--- src/rtl/cal_pkg.sv ---
// Shared types and helpers for the N-point calibration interpolator.
package cal_pkg;

  typedef enum logic [2:0] {IDLE, CHECK, SEARCH, DIV, DONE} state_t;

  localparam logic [1:0] PMD_2   = 2'd0;
  localparam logic [1:0] PMD_3   = 2'd1;
  localparam logic [1:0] PMD_5   = 2'd2;
  localparam logic [1:0] PMD_MAX = 2'd3;

  // Active point count selected by point_md, never more than the table holds.
  function automatic int pts_from_md(input logic [1:0] md, input int max_pts);
    int n;
    case (md)
      PMD_2:   n = 2;
      PMD_3:   n = 3;
      PMD_5:   n = (max_pts < 5) ? max_pts : 5;
      default: n = max_pts;
    endcase
    return n;
  endfunction

endpackage

--- src/rtl/cal_interp_np_if.sv ---
// Configuration, request and result signals of the calibration interpolator.
interface cal_interp_np_if #(
  parameter int MAX_PTS = 8,
  parameter int PT_W    = 16,
  parameter int FRAC_W  = 8
);
  localparam int IW = $clog2(MAX_PTS);

  logic                 cfg_wen;
  logic [IW:0]          cfg_addr;
  logic [7:0]           cfg_wdata;
  logic [1:0]           point_md;
  logic                 mic_mode;
  logic                 start;
  logic [PT_W-1:0]      raw;
  logic                 busy;
  logic                 res_valid;
  logic [IW+FRAC_W-1:0] result;
  logic                 sat_lo;
  logic                 sat_hi;
  logic                 tbl_err;
  logic                 wr_drop;

  modport master (
    output cfg_wen, cfg_addr, cfg_wdata, point_md, mic_mode, start, raw,
    input  busy, res_valid, result, sat_lo, sat_hi, tbl_err, wr_drop
  );

  modport slave (
    input  cfg_wen, cfg_addr, cfg_wdata, point_md, mic_mode, start, raw,
    output busy, res_valid, result, sat_lo, sat_hi, tbl_err, wr_drop
  );

endinterface

--- src/rtl/cal_div_seq.sv ---
// Restoring divider for (num << FRAC_W) / den with num < den, one quotient bit per clock.
module cal_div_seq #(
  parameter int PT_W   = 16,
  parameter int FRAC_W = 8
) (
  input  logic              clk,
  input  logic              rst,
  input  logic              load,
  input  logic [PT_W-1:0]   num,
  input  logic [PT_W-1:0]   den,
  output logic              done,
  output logic [FRAC_W-1:0] quo
);
  localparam int CW = $clog2(FRAC_W + 1);

  logic [PT_W-1:0] rem;
  logic [PT_W-1:0] den_r;
  logic [CW-1:0]   cnt;
  logic [PT_W:0]   shifted;
  logic            ge;

  // done marks the cycle whose closing edge produces the last quotient bit.
  always_comb begin
    shifted = {rem, 1'b0};
    ge      = shifted >= {1'b0, den_r};
    done    = (cnt == CW'(1));
  end

  always_ff @(posedge clk) begin
    if (rst) begin
      rem   <= '0;
      den_r <= '0;
      cnt   <= '0;
      quo   <= '0;
    end else if (load) begin
      rem   <= num;
      den_r <= den;
      cnt   <= CW'(FRAC_W);
      quo   <= '0;
    end else if (cnt != '0) begin
      rem   <= ge ? PT_W'(shifted - {1'b0, den_r}) : PT_W'(shifted);
      quo   <= {quo[FRAC_W-2:0], ge};
      cnt   <= cnt - 1'b1;
    end
  end

endmodule

--- src/rtl/cal_interp_np.sv ---
// N-point piecewise-linear calibration: clamp/order check, linear segment search,
// then a fractional divide inside the found segment.
module cal_interp_np
  import cal_pkg::*;
#(
  parameter int MAX_PTS = 8,
  parameter int PT_W    = 16,
  parameter int FRAC_W  = 8
) (
  input logic         clk,
  input logic         rst,
  cal_interp_np_if.slave bus
);
  localparam int IW = $clog2(MAX_PTS);
  localparam int RW = IW + FRAC_W;

  state_t            state;
  logic [PT_W-1:0]   tbl [MAX_PTS];
  logic [PT_W-1:0]   raw_sh;
  logic [IW:0]       n_sh;
  logic              mode_sh;
  logic [IW-1:0]     idx;
  logic [IW-1:0]     seg;
  logic              err_r;
  logic              lo_r;
  logic              hi_r;

  logic [IW-1:0]     last_idx;
  logic              order_bad;
  logic              below;
  logic              above;
  logic              hit;
  logic [PT_W-1:0]   num;
  logic [PT_W-1:0]   den;
  logic              div_load;
  logic              div_done;
  logic [FRAC_W-1:0] quo;
  logic [RW-1:0]     full_scale;
  logic [RW-1:0]     q_val;
  logic [RW-1:0]     res_nxt;

  always_comb begin
    order_bad = 1'b0;
    for (int i = 1; i < MAX_PTS; i++) begin
      if (i < int'(n_sh) && tbl[IW'(i)] <= tbl[IW'(i - 1)]) order_bad = 1'b1;
    end
    last_idx   = IW'(n_sh - 1'b1);
    below      = raw_sh < tbl[0];
    above      = raw_sh >= tbl[last_idx];
    hit        = raw_sh < tbl[idx];
    num        = raw_sh - tbl[idx - 1'b1];
    den        = tbl[idx] - tbl[idx - 1'b1];
    div_load   = (state == SEARCH) && hit;
    full_scale = RW'(n_sh - 1'b1) << FRAC_W;
    // Clamp flags always describe the raw count; inversion only touches the level.
    q_val      = hi_r ? full_scale : (lo_r ? '0 : {seg, quo});
    res_nxt    = err_r ? '0 : (mode_sh ? full_scale - q_val : q_val);
  end

  cal_div_seq #(
    .PT_W   (PT_W),
    .FRAC_W (FRAC_W)
  ) u_div (
    .clk  (clk),
    .rst  (rst),
    .load (div_load),
    .num  (num),
    .den  (den),
    .done (div_done),
    .quo  (quo)
  );

  always_ff @(posedge clk) begin
    if (rst) begin
      state         <= IDLE;
      for (int i = 0; i < MAX_PTS; i++) tbl[i] <= '0;
      raw_sh        <= '0;
      n_sh          <= '0;
      mode_sh       <= 1'b0;
      idx           <= '0;
      seg           <= '0;
      err_r         <= 1'b0;
      lo_r          <= 1'b0;
      hi_r          <= 1'b0;
      bus.busy      <= 1'b0;
      bus.res_valid <= 1'b0;
      bus.result    <= '0;
      bus.sat_lo    <= 1'b0;
      bus.sat_hi    <= 1'b0;
      bus.tbl_err   <= 1'b0;
      bus.wr_drop   <= 1'b0;
    end else begin
      bus.res_valid <= 1'b0;
      if (bus.cfg_wen) begin
        if (state != IDLE) begin
          bus.wr_drop <= 1'b1;
        end else if (bus.cfg_addr[0]) begin
          tbl[bus.cfg_addr[IW:1]][PT_W-1:8] <= bus.cfg_wdata[PT_W-9:0];
        end else begin
          tbl[bus.cfg_addr[IW:1]][7:0] <= bus.cfg_wdata;
        end
      end
      case (state)
        IDLE: begin
          if (bus.start) begin
            raw_sh   <= bus.raw;
            n_sh     <= (IW+1)'(pts_from_md(bus.point_md, MAX_PTS));
            mode_sh  <= bus.mic_mode;
            bus.busy <= 1'b1;
            state    <= CHECK;
          end
        end
        CHECK: begin
          idx   <= IW'(1);
          err_r <= order_bad;
          lo_r  <= !order_bad && below;
          hi_r  <= !order_bad && !below && above;
          state <= (order_bad || below || above) ? DONE : SEARCH;
        end
        SEARCH: begin
          if (hit) begin
            seg   <= idx - 1'b1;
            state <= DIV;
          end else begin
            idx   <= idx + 1'b1;
          end
        end
        DIV: begin
          if (div_done) state <= DONE;
        end
        DONE: begin
          bus.result    <= res_nxt;
          bus.sat_lo    <= lo_r;
          bus.sat_hi    <= hi_r;
          bus.tbl_err   <= err_r;
          bus.res_valid <= 1'b1;
          bus.busy      <= 1'b0;
          state         <= IDLE;
        end
        default: state <= IDLE;
      endcase
    end
  end

endmodule
--- src/flat_wrapper.sv ---
// flat-port wrapper written by rule: the top's interface ports become plain ports
module cal_interp_np_flat import cal_pkg::*;
#(
  parameter int MAX_PTS = 8,
  parameter int PT_W    = 16,
  parameter int FRAC_W  = 8
)
  (clk, rst, bus_cfg_wen, bus_cfg_addr, bus_cfg_wdata, bus_point_md, bus_mic_mode, bus_start, bus_raw, bus_busy, bus_res_valid, bus_result, bus_sat_lo, bus_sat_hi, bus_tbl_err, bus_wr_drop);
  cal_interp_np_if #(.MAX_PTS(MAX_PTS), .PT_W(PT_W), .FRAC_W(FRAC_W)) bus_i ();
  input logic clk;
  input logic rst;
  input wire logic [$bits(bus_i.cfg_wen)-1:0] bus_cfg_wen;
  input wire logic [$bits(bus_i.cfg_addr)-1:0] bus_cfg_addr;
  input wire logic [$bits(bus_i.cfg_wdata)-1:0] bus_cfg_wdata;
  input wire logic [$bits(bus_i.point_md)-1:0] bus_point_md;
  input wire logic [$bits(bus_i.mic_mode)-1:0] bus_mic_mode;
  input wire logic [$bits(bus_i.start)-1:0] bus_start;
  input wire logic [$bits(bus_i.raw)-1:0] bus_raw;
  output wire logic [$bits(bus_i.busy)-1:0] bus_busy;
  output wire logic [$bits(bus_i.res_valid)-1:0] bus_res_valid;
  output wire logic [$bits(bus_i.result)-1:0] bus_result;
  output wire logic [$bits(bus_i.sat_lo)-1:0] bus_sat_lo;
  output wire logic [$bits(bus_i.sat_hi)-1:0] bus_sat_hi;
  output wire logic [$bits(bus_i.tbl_err)-1:0] bus_tbl_err;
  output wire logic [$bits(bus_i.wr_drop)-1:0] bus_wr_drop;
  assign bus_i.cfg_wen = bus_cfg_wen;
  assign bus_i.cfg_addr = bus_cfg_addr;
  assign bus_i.cfg_wdata = bus_cfg_wdata;
  assign bus_i.point_md = bus_point_md;
  assign bus_i.mic_mode = bus_mic_mode;
  assign bus_i.start = bus_start;
  assign bus_i.raw = bus_raw;
  assign bus_busy = bus_i.busy;
  assign bus_res_valid = bus_i.res_valid;
  assign bus_result = bus_i.result;
  assign bus_sat_lo = bus_i.sat_lo;
  assign bus_sat_hi = bus_i.sat_hi;
  assign bus_tbl_err = bus_i.tbl_err;
  assign bus_wr_drop = bus_i.wr_drop;
  cal_interp_np #(.MAX_PTS(MAX_PTS), .PT_W(PT_W), .FRAC_W(FRAC_W)) u_core (.clk(clk), .rst(rst), .bus(bus_i));
endmodule
--- config.mk ---
export PLATFORM = sky130hd
export DESIGN_NAME = cal_interp_np_flat
export DESIGN_NICKNAME = d
export VERILOG_FILES = /design/src/rtl/cal_pkg.sv /design/src/rtl/cal_interp_np_if.sv /design/src/rtl/cal_div_seq.sv /design/src/rtl/cal_interp_np.sv /design/src/flat_wrapper.sv
export SDC_FILE = /design/constraint.sdc
export NUM_CORES = 1
export LEC_CHECK = 0
export BUFFER_PORTS_ARGS = -buffer_cell sky130_fd_sc_hd__buf_2
export CELL_PAD_IN_SITES_DETAIL_PLACEMENT = 1
export CELL_PAD_IN_SITES_GLOBAL_PLACEMENT = 2
export CORE_MARGIN = 2
export CORE_UTILIZATION = 45
export DETAILED_ROUTE_END_ITERATION = 8
export PLACE_DENSITY_LB_ADDON = 0.1
export SYNTH_ARGS = -nofsm -noshare
export SYNTH_HDL_FRONTEND = slang
export SYNTH_SLANG_ARGS = --single-unit
--- constraint.sdc ---
create_clock -name clk -period 13.5 [get_ports clk]
set_input_delay 3.375 -clock clk [delete_from_list [all_inputs] [get_ports clk]]
set_output_delay 3.375 -clock clk [all_outputs]
set_load 0.02 [all_outputs]
# Word-level counts from Yosys, hierarchy flattened

Memory sizes are Yosys's and may differ from the RTL's. A register that Yosys moved wholly into a read port is not among the register bits.
Index checks and enable logic that the tools add are counted.

Eq/ne operators: 11
Muxes and demuxes: 44
Reduce and logical (&&, ||, !) cells: 30
$lt $le $gt $ge: 18
$add $sub $neg: 9

Operators by type and width:

| kind                | number |
|---|---|
| $le 16x16->1        | 7 |
| $mux 16             | 4 |
| $sub 16x16->16      | 3 |
| $mux 11             | 4 |
| $lt 16x16->1        | 2 |
| $mux 3              | 8 |
| $mux 1              | 21 |
| $ge 17x16->1        | 1 |
| $ge 16x16->1        | 1 |
| $lt 3x4->1 const A  | 4 |
| $reduce_or 16->1    | 1 |
| $pmux 3 s4          | 1 |
| $pmux 4 s3          | 1 |
| $logic_and 1x1->1   | 11 |
| $sub 11x11->11      | 1 |
| $reduce_and 2->1    | 5 |
| $sub 3x1->3 const B | 3 |
| $lt 2x4->1 const A  | 2 |
| $mux 4              | 2 |
| $eq 3x2->1 const B  | 2 |
| $pmux 3 s2          | 1 |
| $reduce_bool 2->1   | 3 |
| $eq 4x1->1 const B  | 1 |
| $lt 1x4->1 const A  | 1 |
| 18 further kinds    | 22 |

Register bits after elaboration: 94
RAM bits: 128
Memories: 1
Word-level logic and storage cells: 134
Output and inout port bits: 17
Bits of input ports: 35

Memory list:

| memory     | words | width | rd ports | clocked after Yosys merged registers in | wr ports | RTL line            | source |
|---|---|---|---|---|---|---|---|
| u_core.tbl | 8     | 16    | 11       | 1                                       | 8        | cal_interp_np.sv:18 | `logic [PT_W-1:0] tbl [MAX_PTS];` |

# Longest topological paths before layout

Gate-level depths: netlist of run 1.
An unclocked memory read counts as a cell.

Depth after elaboration: 14
Mapped depth: 19
Mapped depth without buffers: 15

# Hierarchy

Synthesis of run 1 repeated with hierarchy kept, for this count alone.

Cell total of the unflattened synthesis: 1832
Area total of the unflattened synthesis: 18001.0 um2

By module, submodules not included:

| module        | cells an instance | sequential area each (um2) | area an instance (um2) | instances |
|---|---|---|---|---|
| cal_interp_np | 1482              | 4904.7                     | 15250.9                | 1 |
| cal_div_seq   | 350               | 880.8                      | 2750.1                 | 1 |

# Worst setup path before layout of run 1

No wires, ideal clock.

Path type: input to register
From: input rst
To: memory u_core.tbl[0][0], enable pin
Required time: 13.190 ns
Path buffers: 1
Cell stages on the path: 5
Library setup time: 0.310 ns
Setup slack: 8.469 ns
Arrival time: 4.721 ns
Path through: clkbuf_1 -> nand3b_1 -> or3_1 -> nor3_1 -> or2_2

RTL lines:

| item            | RTL line            | source |
|---|---|---|
| start, declared | flat_wrapper.sv:11  | `input logic rst;` |
| end, declared   | cal_interp_np.sv:18 |  |

# Worst setup path after layout of run 1

From: register u_core.idx[0]
To: register u_core.u_div.rem[14]

Word-level cells in the longest chain between the ends: 4

RTL lines:

| item                   | RTL line             | source |
|---|---|---|
| start, declared        | cal_interp_np.sv:22  | `logic [IW-1:0] idx;` |
| start signal, assigned | cal_interp_np.sv:125 | `idx <= idx + 1'b1;` |
| $sub 3x1->3            | cal_interp_np.sv:51  | `num = raw_sh - tbl[idx - 1'b1];` |
| $mem_v2 8x16           | --                   |  |
| $sub 16x16->16         | cal_interp_np.sv:51  |  |
| $mux 16                | cal_div_seq.sv:35    | `end else if (load) begin` |
| end signal, assigned   | cal_div_seq.sv:36    | `rem <= num;` |
| end signal, assigned   | cal_div_seq.sv:41    | `rem <= ge ? PT_W'(shifted - {1'b0, den_r}) : PT_W'(shifted);` |
| end, declared          | cal_div_seq.sv:16    | `logic [PT_W-1:0] rem;` |

No other way between the ends.
A chain may end at the register's enable or synchronous reset.

==> results.md, run 1 <==
* Status: complete, no violations
* Critical Path AT at 5.71 ns
* Grt ovf at 0
* Initial antenna violation count at 2
* Post-synth EDFFs at 128
* Placer Congestion at 0.924
* Core ar. at 38700 um^2
* Routed Antenna Nets at 0
* Initial Util at 45.8%
* Synth area leader: edfxtp_1
* CTS max path bufs at 3
* Maxcap violations at 0
* Multi-input logic area at 11000 um^2
* RSZ-0062 raised after global routing: no
* Post_cts resized at 0
* Register Area at 5790 um^2
* Synth cell types at 71
* Final #Nets at 2066
* Final period utilization at 39.0%
* Met2 global-route usage at 47.6%
* Slew HR at 33.1%
* Synth Cell Area at 17700 um^2
* Switching power at 887 uW
* Global-route wire length before repair at 86800 um
* HPWL Detailed at 43800 um
* I/O Buffers at 51
* Startpoint Class: flop
* Vias in the first global route at 14700
* Clock latency on the worst-skew pair at 0.57 ns
* Top FF cell, synth: edfxtp_1
* Most numerous cell in the Yosys netlist: ha_1
* Syn avg cell area at 9.92 um^2
* Hold-fix buffers at CTS at 0
* Drt pass-1 iters at 5
* Top Ports at 52
* Fin crit period at 5.26 ns
* Ratio of cells with drive above 1 in the final layout at 13.3%
* Final Hold Fails at 0
* Setup Fix Bufs, Post-CTS at 0
* Routed vias at 13900
* Synth area leaders: edfxtp_1 (22%), ha_1 (15%), mux4_2 (12%)
* Clk network pwr share at 27.9%
* Clk_skew at 0.0311 ns
* DIE WIDTH at 202 um
* DR vias/cell at 5.93
* Leakage at 0.00803 uW
* Rows at 72
* Slew Limit Fails at 0
* Routed wire length at 56400 um
* Slew @ Worst Pin at 1.00 ns
* Post-Syn Instances at 1787
* M3 GR Usage at 4.80%
* Area grow syn2layout at 8.85%
* Cts bufs inserted at 27
* Die height at 202 um
* Seq cells post-synth at 225
* Gr usage total at 27.8%
* Clock transition at path regs at 0.06 ns
* Critical Path Sink Type: flop
* Sum of negative setup slack at 0 ns
* Ys Warns at 0
* Switching Fraction at 36.4%
* DR WL/cell at 24.1 um
* Number of fill cells in the layout at 4367
* Post-synthesis sequential area ratio at 32.6%
* Pin count of the biggest net entering global routing at 68
* Global routing met1 resource utilization at 34.6%
* Crit Path Class: flop to flop
* Iteration-0 DRC count of the detailed router at 1012
* Post-route cell area at 19300 um^2
* Drc violations at 0
* Most frequent cells after synthesis: ha_1 (219), inv_1 (167), and2_1 (135), nand2_1 (135), edfxtp_1 (128)
* Power share of the combinational group at 37.8%
* Largest fanout on the critical path at 36
* Die area at 41000 um^2
* CTS tree: yes
* Worst VDD drop at 0.0977 mV
* H-tree depth at 1
* DP Area at 18500 um^2
* Worst Hold Class: flop to flop
* Diodes inserted at 0
* Int Power at 1550 uW
* Area share of the largest cell type after synthesis at 21.7%
* FFs w/ async S/R, synth at 0%
* Busiest layer in global routing: met2
* Required time worst endpoint at 13.96 ns
* Max frequency at 0.190 GHz
* Setup violations, final at 0
* Clock root buffer: clkbuf_16
* Reg power frac at 34.3%
* Nets in the synthesized netlist at 2044
* Clock tree sinks at 225
* PwrDens at 126 nW/um^2
-- layout make-up --
class	count	share of cell area (%)
Tap cell	518	3.36
Multi-Input combinational cell	1321	57.2
Clock inverter	13	0.396
Sequential cell	225	30.0
Clock buffer	33	3.83
Inverter	167	3.25
Timing Repair Buffer	67	1.96
-- registers in the layout, indices dropped and copies added (netlist names), 3 cells and up, named ones only --
signal / count
u_core.tbl: 128
u_core.raw_sh: 16
u_core.u_div.den_r: 16
u_core.u_div.rem: 16
u_core.bus.result: 11
u_core.u_div.quo: 8
u_core.n_sh: 4
u_core.u_div.cnt: 4
u_core.idx: 3
u_core.seg: 3
u_core.state: 3
-- power by group through the flow --
stage	logic [uW]	clock network, uW	registers, uW
after CTS	924	693	835
after global routing	1030	719	842
final	920	681	835
after floorplan	692	0	822
after detailed placement	917	0	849
after global placement	901	0	847
-- critical path, cell delays in order, from the launching register on --
cell,delay [ns]
dfxtp_2,0.31
buf_4,0.55
inv_1,0.14
ha_1,0.34
buf_4,0.46
mux4_2,0.41
mux2i_1,0.42
inv_1,0.17
fa_1,0.47
nor2b_1,0.12
o21ai_0,0.10
a21boi_0,0.50
o2111ai_1,0.26
a31oi_1,0.26
a31oi_1,0.14
xnor2_1,0.17
a21oi_1,0.09
a311oi_1,0.24
-- path summary, 6_finish.rpt --
kind | slack, ns | depth (start not counted) | start | end
setup / recovery | 8.24 | 17 | u_core.idx[0] | u_core.u_div.rem[14]
hold / removal | 0.46 | 2 | u_core.u_div.den_r[9] | u_core.u_div.den_r[9]
setup reg to reg | 8.24 | 17 | u_core.idx[0] | u_core.u_div.rem[14]
hold reg to reg | 0.46 | 2 | u_core.u_div.den_r[9] | u_core.u_div.den_r[9]
-- routing by layer --
metal	up-vias	part of all wire, %	wire length, um
met1	6821	41	23300
met5	-	0.048	27
met3	148	5.6	3170
met4	4	5.2	2930
met2	373	48	27000
li1	6555	-	-
-- cells in the final DEF, fill, tap and decap left out, drive strengths merged, types with 10 or more instances in the layout --
cell | netlist | layout
and2 | 135 | 135
o211ai | 10 | 10
nand4 | 28 | 28
xor2 | 18 | 18
xnor2 | 26 | 26
a211oi | 23 | 23
nor3 | 25 | 25
or2 | 20 | 20
nor2 | 108 | 108
mux4 | 96 | 96
clkinv | 0 | 11
a21oi | 122 | 122
nand2b | 17 | 17
nor2b | 23 | 23
inv | 167 | 169
nor4 | 10 | 10
clkbuf | 54 | 33
a22oi | 12 | 12
mux2i | 60 | 60
nand3 | 19 | 19
ha | 219 | 219
edfxtp | 128 | 128
o21ai | 59 | 59
buf | 20 | 67
a21o | 33 | 33
a21boi | 12 | 12
dfxtp | 97 | 97
nand2 | 135 | 135
-- stage by stage --
step | hold WS [ns] | setup WS [ns] | power [uW] | util [%] | instances
final | 0.456 | 8.24 | 2440 | 49.8 | 2344
after global routing | 0.474 | 7.63 | 2590 | 49.8 | 2344
after CTS | 0.457 | 8.12 | 2450 | 49.8 | 2344
after detailed placement | 0.449 | 7.93 | 1770 | 47.7 | 2298
after global placement | 0.441 | 7.97 | 1750 | 47.7 | 2298
after floorplan | 0.432 | 8.47 | 1510 | - | 1787
-- logic make-up after synthesis --
| kind of cell | after synthesis | share of synthesized area [%] |
|---|---|---|
| muxes | 158 | 15.7 |
| adders and majority gates | 222 | 15.8 |
| AOI/OAI and AO/OA | 351 | 12.7 |
| DFF | 225 | 32.6 |
| and+or+nand+nor | 546 | 15.8 |
| buffers and inverters | 241 | 5.18 |
| xor gates and xnor gates | 44 | 2.17 |
Note: power is estimated with default switching activity, not from simulation.
==> inputs of run 2 (changes only) <==
Settings changed: CORE_UTILIZATION 45 to 42.
Clock period 13.5 ns to 5.3 ns, I/O delays scaled along.
==> run 2 against run 1 <==
  * Critical path depth down 3
  * Worst setup slack worse by 7.4 ns
  * Clock skew down 0.010 ns
  * Register-to-register slack worse by 7.4 ns
  * Sequential power rose to 2.6 times the previous value
  * Sequential cell count unchanged
  * Maximum frequency up 17%
  * Sequential share of layout area down 0.39 points
  * Clock power rose to 2.9 times the previous value
  * Global-route usage down 1.5 points
  * Routed wire length up 2.1%
  * Critical path type unchanged
  * Highest routed layer is now met4
  * Combinational power rose to 2.6 times the previous value
==> results.md, run 2 (same netlist as run 1, synthesis figures left out) <==
* Status: complete, no violations (unchanged)
* Pre-CTS WS at 0.902 ns (was 7.93 ns)
* Iteration-0 DRC count of the detailed router at 832 (was 1012)
* Clock latency on the worst-skew pair at 0.60 ns (was 0.57 ns)
* FF-to-FF End: u_core.u_div.rem[15] (was u_core.u_div.rem[14])
* Leakage at 0.00816 uW (was 0.00803 uW)
* Startpoint Class: flop (unchanged)
* Final Hold Fails at 0 (unchanged)
* Die height at 209 um (was 202 um)
* Commonest non-fill, non-tap cell in the layout: ha_1 (unchanged)
* Number of fill cells in the layout at 4641 (was 4367)
* Setup violations, final at 0 (unchanged)
* DR vias/cell at 5.96 (was 5.93)
* Routed vias at 14200 (was 13900)
* Area grow syn2layout at 10.3% (was 8.85%)
* Final Util at 46.8% (was 49.8%)
* I/O Buffers at 51 (unchanged)
* Worst VDD drop at 0.236 mV (was 0.0977 mV)
* Post_cts resized at 0 (unchanged)
* Clock tree sinks at 225 (unchanged)
* Cell count of the worst reg-to-reg path at 14 (was 17)
* Critical Path Sink Type: flop (unchanged)
* Vias in the first global route at 14900 (was 14700)
* CTS max path bufs at 3 (unchanged)
* Die area at 43900 um^2 (was 41000 um^2)
* PwrDens at 332 nW/um^2 (was 126 nW/um^2)
* Critical hold path startpoint: u_core.u_div.den_r[6] (was u_core.u_div.den_r[9])
* Slew @ Worst Pin at 0.999 ns (was 1.00 ns)
* Routed Antenna Nets at 0 (unchanged)
* Top Ports at 52 (unchanged)
* Max reg flops at 128 (unchanged)
* Setup Fix Bufs, Post-CTS at 0 (unchanged)
* Maxcap violations at 0 (unchanged)
* H-tree depth at 1 (unchanged)
* Largest register by flop count: u_core.tbl (unchanged)
* Diodes inserted at 0 (unchanged)
* Final period utilization at 84.7% (was 39.0%)
* CTS tree: yes (unchanged)
* Initial Util at 42.5% (was 45.8%)
* Worst setup margin at 0.813 ns (was 8.24 ns)
* Grt ovf at 0 (unchanged)
* Max frequency at 0.223 GHz (was 0.190 GHz)
* Rows at 75 (was 72)
* Post-route cell area at 19500 um^2 (was 19300 um^2)
* Global-route wire length before repair at 87900 um (was 86800 um)
* Sum of negative setup slack at 0 ns (unchanged)
* Most frequent cells in the layout: ha_1 (219), inv_1 (167), nand2_1 (135), and2_1 (135), edfxtp_1 (128) (unchanged)
* Core ar. at 41800 um^2 (was 38700 um^2)
* Clock root buffer: clkbuf_16 (unchanged)
* Required time worst endpoint at 5.78 ns (was 13.96 ns)
* Hold-fix buffers at CTS at 0 (unchanged)
* Register Area at 5790 um^2 (unchanged)
* Clock transition at path regs at 0.06 ns (about the same)
* Hold path cells at 2 (unchanged)
* Crit Path Class: flop to flop (unchanged)
* DP Area at 18600 um^2 (was 18500 um^2)
* Ratio of cells with drive above 1 in the final layout at 14.1% (was 13.3%)
* Multi-input logic area at 11000 um^2 (unchanged)
* Final #Nets at 2079 (was 2066)
* Placer Congestion at 0.866 (was 0.924)
* Critical Path AT at 4.97 ns (was 5.71 ns)
* DR WL/cell at 24.2 um (was 24.1 um)
* Clk_skew at 0.0210 ns (was 0.0311 ns)
* Cts bufs inserted at 29 (was 27)
* RSZ-0062 raised after global routing: no (unchanged)
* Gr usage total at 26.3% (was 27.8%)
* Drc violations at 0 (unchanged)
* Worst Hold Class: flop to flop (unchanged)
* Largest fanout on the critical path at 18 (was 36)
* HPWL Detailed at 45200 um (was 43800 um)
* Hold WS at 0.455 ns (was 0.456 ns)
* Initial antenna violation count at 0 (was 2)
* Worst Hold End: u_core.u_div.den_r[6] (was u_core.u_div.den_r[9])
* Internal reg-to-reg setup slack at 0.81 ns (was 8.24 ns)
* DIE WIDTH at 209 um (was 202 um)
* Drt pass-1 iters at 7 (was 5)
* Routed wire length at 57600 um (was 56400 um)
* Slew HR at 32.9% (was 33.1%)
* Pin count of the biggest net entering global routing at 59 (was 68)
* Slew Limit Fails at 0 (unchanged)
* Reg-to-Reg Start: u_core.idx[1] (was u_core.idx[0])
* Fin crit period at 4.49 ns (was 5.26 ns)
## run 2: layer usage
layer	track usage [%]	share of wire (%)	vias to the layer above
li1	-	-	6587
met1	33.0	42	7168
met2	45.6	49	347
met3	4.17	5.0	115
met4	10.6	4.4	0
met5	0	0	-
## run 2: worst max path at each step
| stage | from | end | cells after the start |
|---|---|---|---|
| after floorplan | u_core.idx[0] | u_core.u_div.rem[14] | 19 |
| after global placement | u_core.idx[1] | u_core.u_div.den_r[13] | 14 |
| after detailed placement | u_core.idx[1] | u_core.u_div.rem[15] | 14 |
| after CTS | u_core.idx[1] | u_core.u_div.rem[15] | 14 |
| after global routing | u_core.idx[1] | u_core.u_div.rem[15] | 14 |
| final | u_core.idx[1] | u_core.u_div.rem[15] | 14 |
## run 2: critical path, cell delays in order (launching register included)
cell	delay [ns]
dfxtp_1	0.33
inv_1	0.06
ha_1	0.82
mux4_2	0.42
mux2i_1	0.37
ha_1	0.31
nor2b_1	0.14
o2111ai_1	0.24
nand4_1	0.18
a311oi_1	0.43
o21ai_0	0.22
a31oi_1	0.28
o21ai_0	0.15
xnor2_1	0.15
a221oi_1	0.28
## run 2: layout make-up
| type | count | area share [%] |
|---|---|---|
| clock buffer | 41 | 4.21 |
| inverter | 167 | 3.21 |
| sequential | 225 | 29.6 |
| tap | 539 | 3.45 |
| timing repair buffer | 78 | 2.36 |
| clock inverter | 13 | 0.698 |
| multi-input combinational | 1321 | 56.5 |
## run 2: per-stage QoR
stage	total power [uW]	cells
2_1_floorplan	3860	1787
3_3_place_gp	4480	2330
3_5_place_dp	4520	2330
4_1_cts	6550	2384
5_1_grt	6870	2384
6_report	6480	2384
## run 2: where the power goes
group / total [uW] / leakage (uW) / internal, uW / switching (uW)
Sequential: 2140 / 0.00212 / 1970 / 170
Clock: 1990 / 0.000466 / 1180 / 816
Combinational: 2350 / 0.00558 / 992 / 1350
Total: 6480 / 0.00816 / 4140 / 2340
==> inputs of run 3 (changes only) <==
Clock period 5.3 ns to 4.6 ns, I/O delays scaled along.
==> run 3 against run 2 <==
  * Die area unchanged
  * Register-to-register slack worse by 0.43 ns
  * Power up 16%
  * Sequential share of layout area fell by 0.21 points
  * First-iteration DRC count grew 16%
  * Global-route usage grew 0.13 points
  * Critical path depth rose by 1
==> results.md, run 3 (same netlist as run 1, synthesis figures left out) <==
* CTS tree: yes (unchanged)
* DIE WIDTH at 209 um (unchanged)
* Number of fill cells in the layout at 4635 (was 4641)
* Clock root buffer: clkbuf_16 (unchanged)
* Drt pass-1 iters at 5 (was 7)
* Global-route wire length before repair at 88600 um (was 87900 um)
* Ratio of cells with drive above 1 in the final layout at 14.8% (was 14.1%)
* Clk_skew at 0.0184 ns (was 0.0210 ns)
* Reg-to-Reg Start: u_core.idx[1] (unchanged)
* Routed vias at 14200 (about the same)
* Diodes inserted at 0 (unchanged)
* Final #Nets at 2094 (was 2079)
* Placer Congestion at 0.891 (was 0.866)
* Routed Antenna Nets at 0 (unchanged)
* Worst Hold Class: flop to flop (unchanged)
* Setup Fix Bufs, Post-CTS at 0 (unchanged)
* Die area at 43900 um^2 (unchanged)
* Register Area at 5790 um^2 (unchanged)
* Final Hold Fails at 0 (unchanged)
* Slowest stage delay, CP at 0.54 ns (was 0.82 ns)
* Slew HR at 32.2% (was 32.9%)
* Initial antenna violation count at 0 (unchanged)
* Drc violations at 0 (unchanged)
* Cts bufs inserted at 29 (unchanged)
* Setup violations, final at 0 (unchanged)
* Pre-CTS WS at 0.123 ns (was 0.902 ns)
* Hold-fix buffers at CTS at 0 (unchanged)
* Required time worst endpoint at 5.03 ns (was 5.78 ns)
* Critical Path AT at 4.65 ns (was 4.97 ns)
* Multi-input logic area at 11000 um^2 (about the same)
* Startpoint Class: flop (unchanged)
* Slew Limit Fails at 0 (unchanged)
* PwrDens at 381 nW/um^2 (was 332 nW/um^2)
* Top Ports at 52 (unchanged)
* RSZ-0062 raised after global routing: no (unchanged)
* Core ar. at 41800 um^2 (unchanged)
* DR WL/cell at 24.0 um (was 24.2 um)
* Most frequent cells in the layout: ha_1 (219), inv_1 (167), nand2_1 (135), and2_1 (135), edfxtp_1 (128) (unchanged)
* I/O Buffers at 51 (unchanged)
* Routed wire length at 57500 um (was 57600 um)
* Area grow syn2layout at 11.1% (was 10.3%)
* FF-to-FF End: u_core.u_div.den_r[14] (was u_core.u_div.rem[15])
* Die height at 209 um (unchanged)
* Gr usage total at 26.5% (was 26.3%)
* Final Util at 47.2% (was 46.8%)
* Largest fanout on the critical path at 8 (was 18)
* Pin count of the biggest net entering global routing at 62 (was 59)
* H-tree depth at 1 (unchanged)
* Internal reg-to-reg setup slack at 0.38 ns (was 0.81 ns)
* Worst setup margin at 0.385 ns (was 0.813 ns)
* Maxcap violations at 0 (unchanged)
* Iteration-0 DRC count of the detailed router at 963 (was 832)
* Clock latency on the worst-skew pair at 0.58 ns (was 0.60 ns)
* Final period utilization at 91.6% (was 84.7%)
* Initial Util at 42.5% (unchanged)
* Max reg flops at 128 (unchanged)
* DR vias/cell at 5.92 (was 5.96)
* Clock tree sinks at 225 (unchanged)
* Sum of negative setup slack at 0 ns (unchanged)
* Cell count of the worst reg-to-reg path at 15 (was 14)
* Clock transition at path regs at 0.06 ns (about the same)
* Critical-path cell list: inv_1, ha_1, mux4_2, mux2i_1, inv_1, fa_1, nor2b_1, o21ai_0, a21boi_0, o211ai_1, a21boi_0, o31a_1, o21ai_0, xor2_1, o22ai_1 (was inv_1, ha_1, mux4_2, mux2i_1, ha_1, nor2b_1, o2111ai_1, nand4_1, a311oi_1, o21ai_0, a31oi_1, o21ai_0, xnor2_1, a221oi_1)
* Status: complete, no violations (unchanged)
* Critical Path Sink Type: flop (unchanged)
* Leakage at 0.00824 uW (was 0.00816 uW)
* Rows at 75 (unchanged)
* Commonest non-fill, non-tap cell in the layout: ha_1 (unchanged)
* Crit path from: u_core.idx[1] (unchanged)
* Grt ovf at 0 (unchanged)
* CTS max path bufs at 3 (unchanged)
* Fin crit period at 4.22 ns (was 4.49 ns)
* Crit Path Class: flop to flop (unchanged)
* Max frequency at 0.237 GHz (was 0.223 GHz)
* Crit path to: u_core.u_div.den_r[14] (was u_core.u_div.rem[15])
* Post_cts resized at 0 (unchanged)
* Vias in the first global route at 14700 (was 14900)
* Worst VDD drop at 0.296 mV (was 0.236 mV)
* Crit path max-delay cell type: ha_1 (unchanged)
* HPWL Detailed at 44800 um (was 45200 um)
* Slew @ Worst Pin at 1.01 ns (was 0.999 ns)
* Largest register by flop count: u_core.tbl (unchanged)
run 3: changes by cell type in the layout (fill, tap and decap cells not counted), moves of 3 or more:
cell / previous run / this run
clkinv_1: 2 / 7
buf_4: 28 / 39
clkbuf_1: 8 / 5
clkbuf_8: 3 / 0
buf_12: 0 / 3
run 3: stage by stage:
| stage | hold WS (ns) | power (uW) | instance area, um^2 | instances |
|---|---|---|---|---|
| floorplan | 0.432 | 4440 | 17700 | 1787 |
| global placement | 0.443 | 5160 | 18700 | 2345 |
| detailed placement | 0.449 | 5210 | 18700 | 2345 |
| CTS | 0.458 | 7550 | 19700 | 2399 |
| global route | 0.476 | 7950 | 19700 | 2399 |
| finish | 0.453 | 7500 | 19700 | 2399 |
run 3: metal layers:
layer  vias up  routed length [um]  global-route usage (%)
met5         -                   0                       0
met4         0                2140                    9.44
met3        88                2620                    2.63
met2       373               27500                    44.7
met1      7109               25200                    35.5
li1       6625                   -                       -
run 3: worst max-delay path: cells and delay by family (launching register included):
family	cells	cell delay, ns
multiplexers	2	0.80
flip-flops	1	0.33
AO/OA/AOI/OAI	7	1.43
adder cells (fa/ha/maj)	2	0.97
buffers and inverters	2	0.24
AND/OR/NAND/NOR	1	0.15
XOR/XNOR	1	0.15
run 3: worst min-delay path by stage:
stage / startpoint / end / slack [ns] / cells after the start
final: u_core.u_div.den_r[3] / u_core.u_div.den_r[3] / 0.45 / 2
after global routing: u_core.u_div.den_r[7] / u_core.u_div.den_r[7] / 0.48 / 2
after CTS: u_core.u_div.den_r[7] / u_core.u_div.den_r[7] / 0.46 / 2
after floorplan: u_core.u_div.den_r[3] / u_core.u_div.den_r[3] / 0.43 / 2
after detailed placement: u_core.bus.result[10] / u_core.bus.result[10] / 0.45 / 2
after global placement: u_core.u_div.den_r[4] / u_core.u_div.den_r[4] / 0.44 / 2
run 3: cell type report:
class / count / area share [%]
sequential: 225 / 29.4
clock inverter: 20 / 1.00
timing repair buffer: 93 / 3.12
inverter: 167 / 3.18
multi-input combinational: 1321 / 56.1
tap: 539 / 3.42
clock buffer: 34 / 3.78
run 3: where the power goes:
part	total, uW	internal, uW	leakage, uW	switching [uW]
Clock	2320	1370	0.000463	946
Combinational	2720	1160	0.00566	1560
Sequential	2460	2270	0.00212	190
Total	7500	4800	0.00824	2700
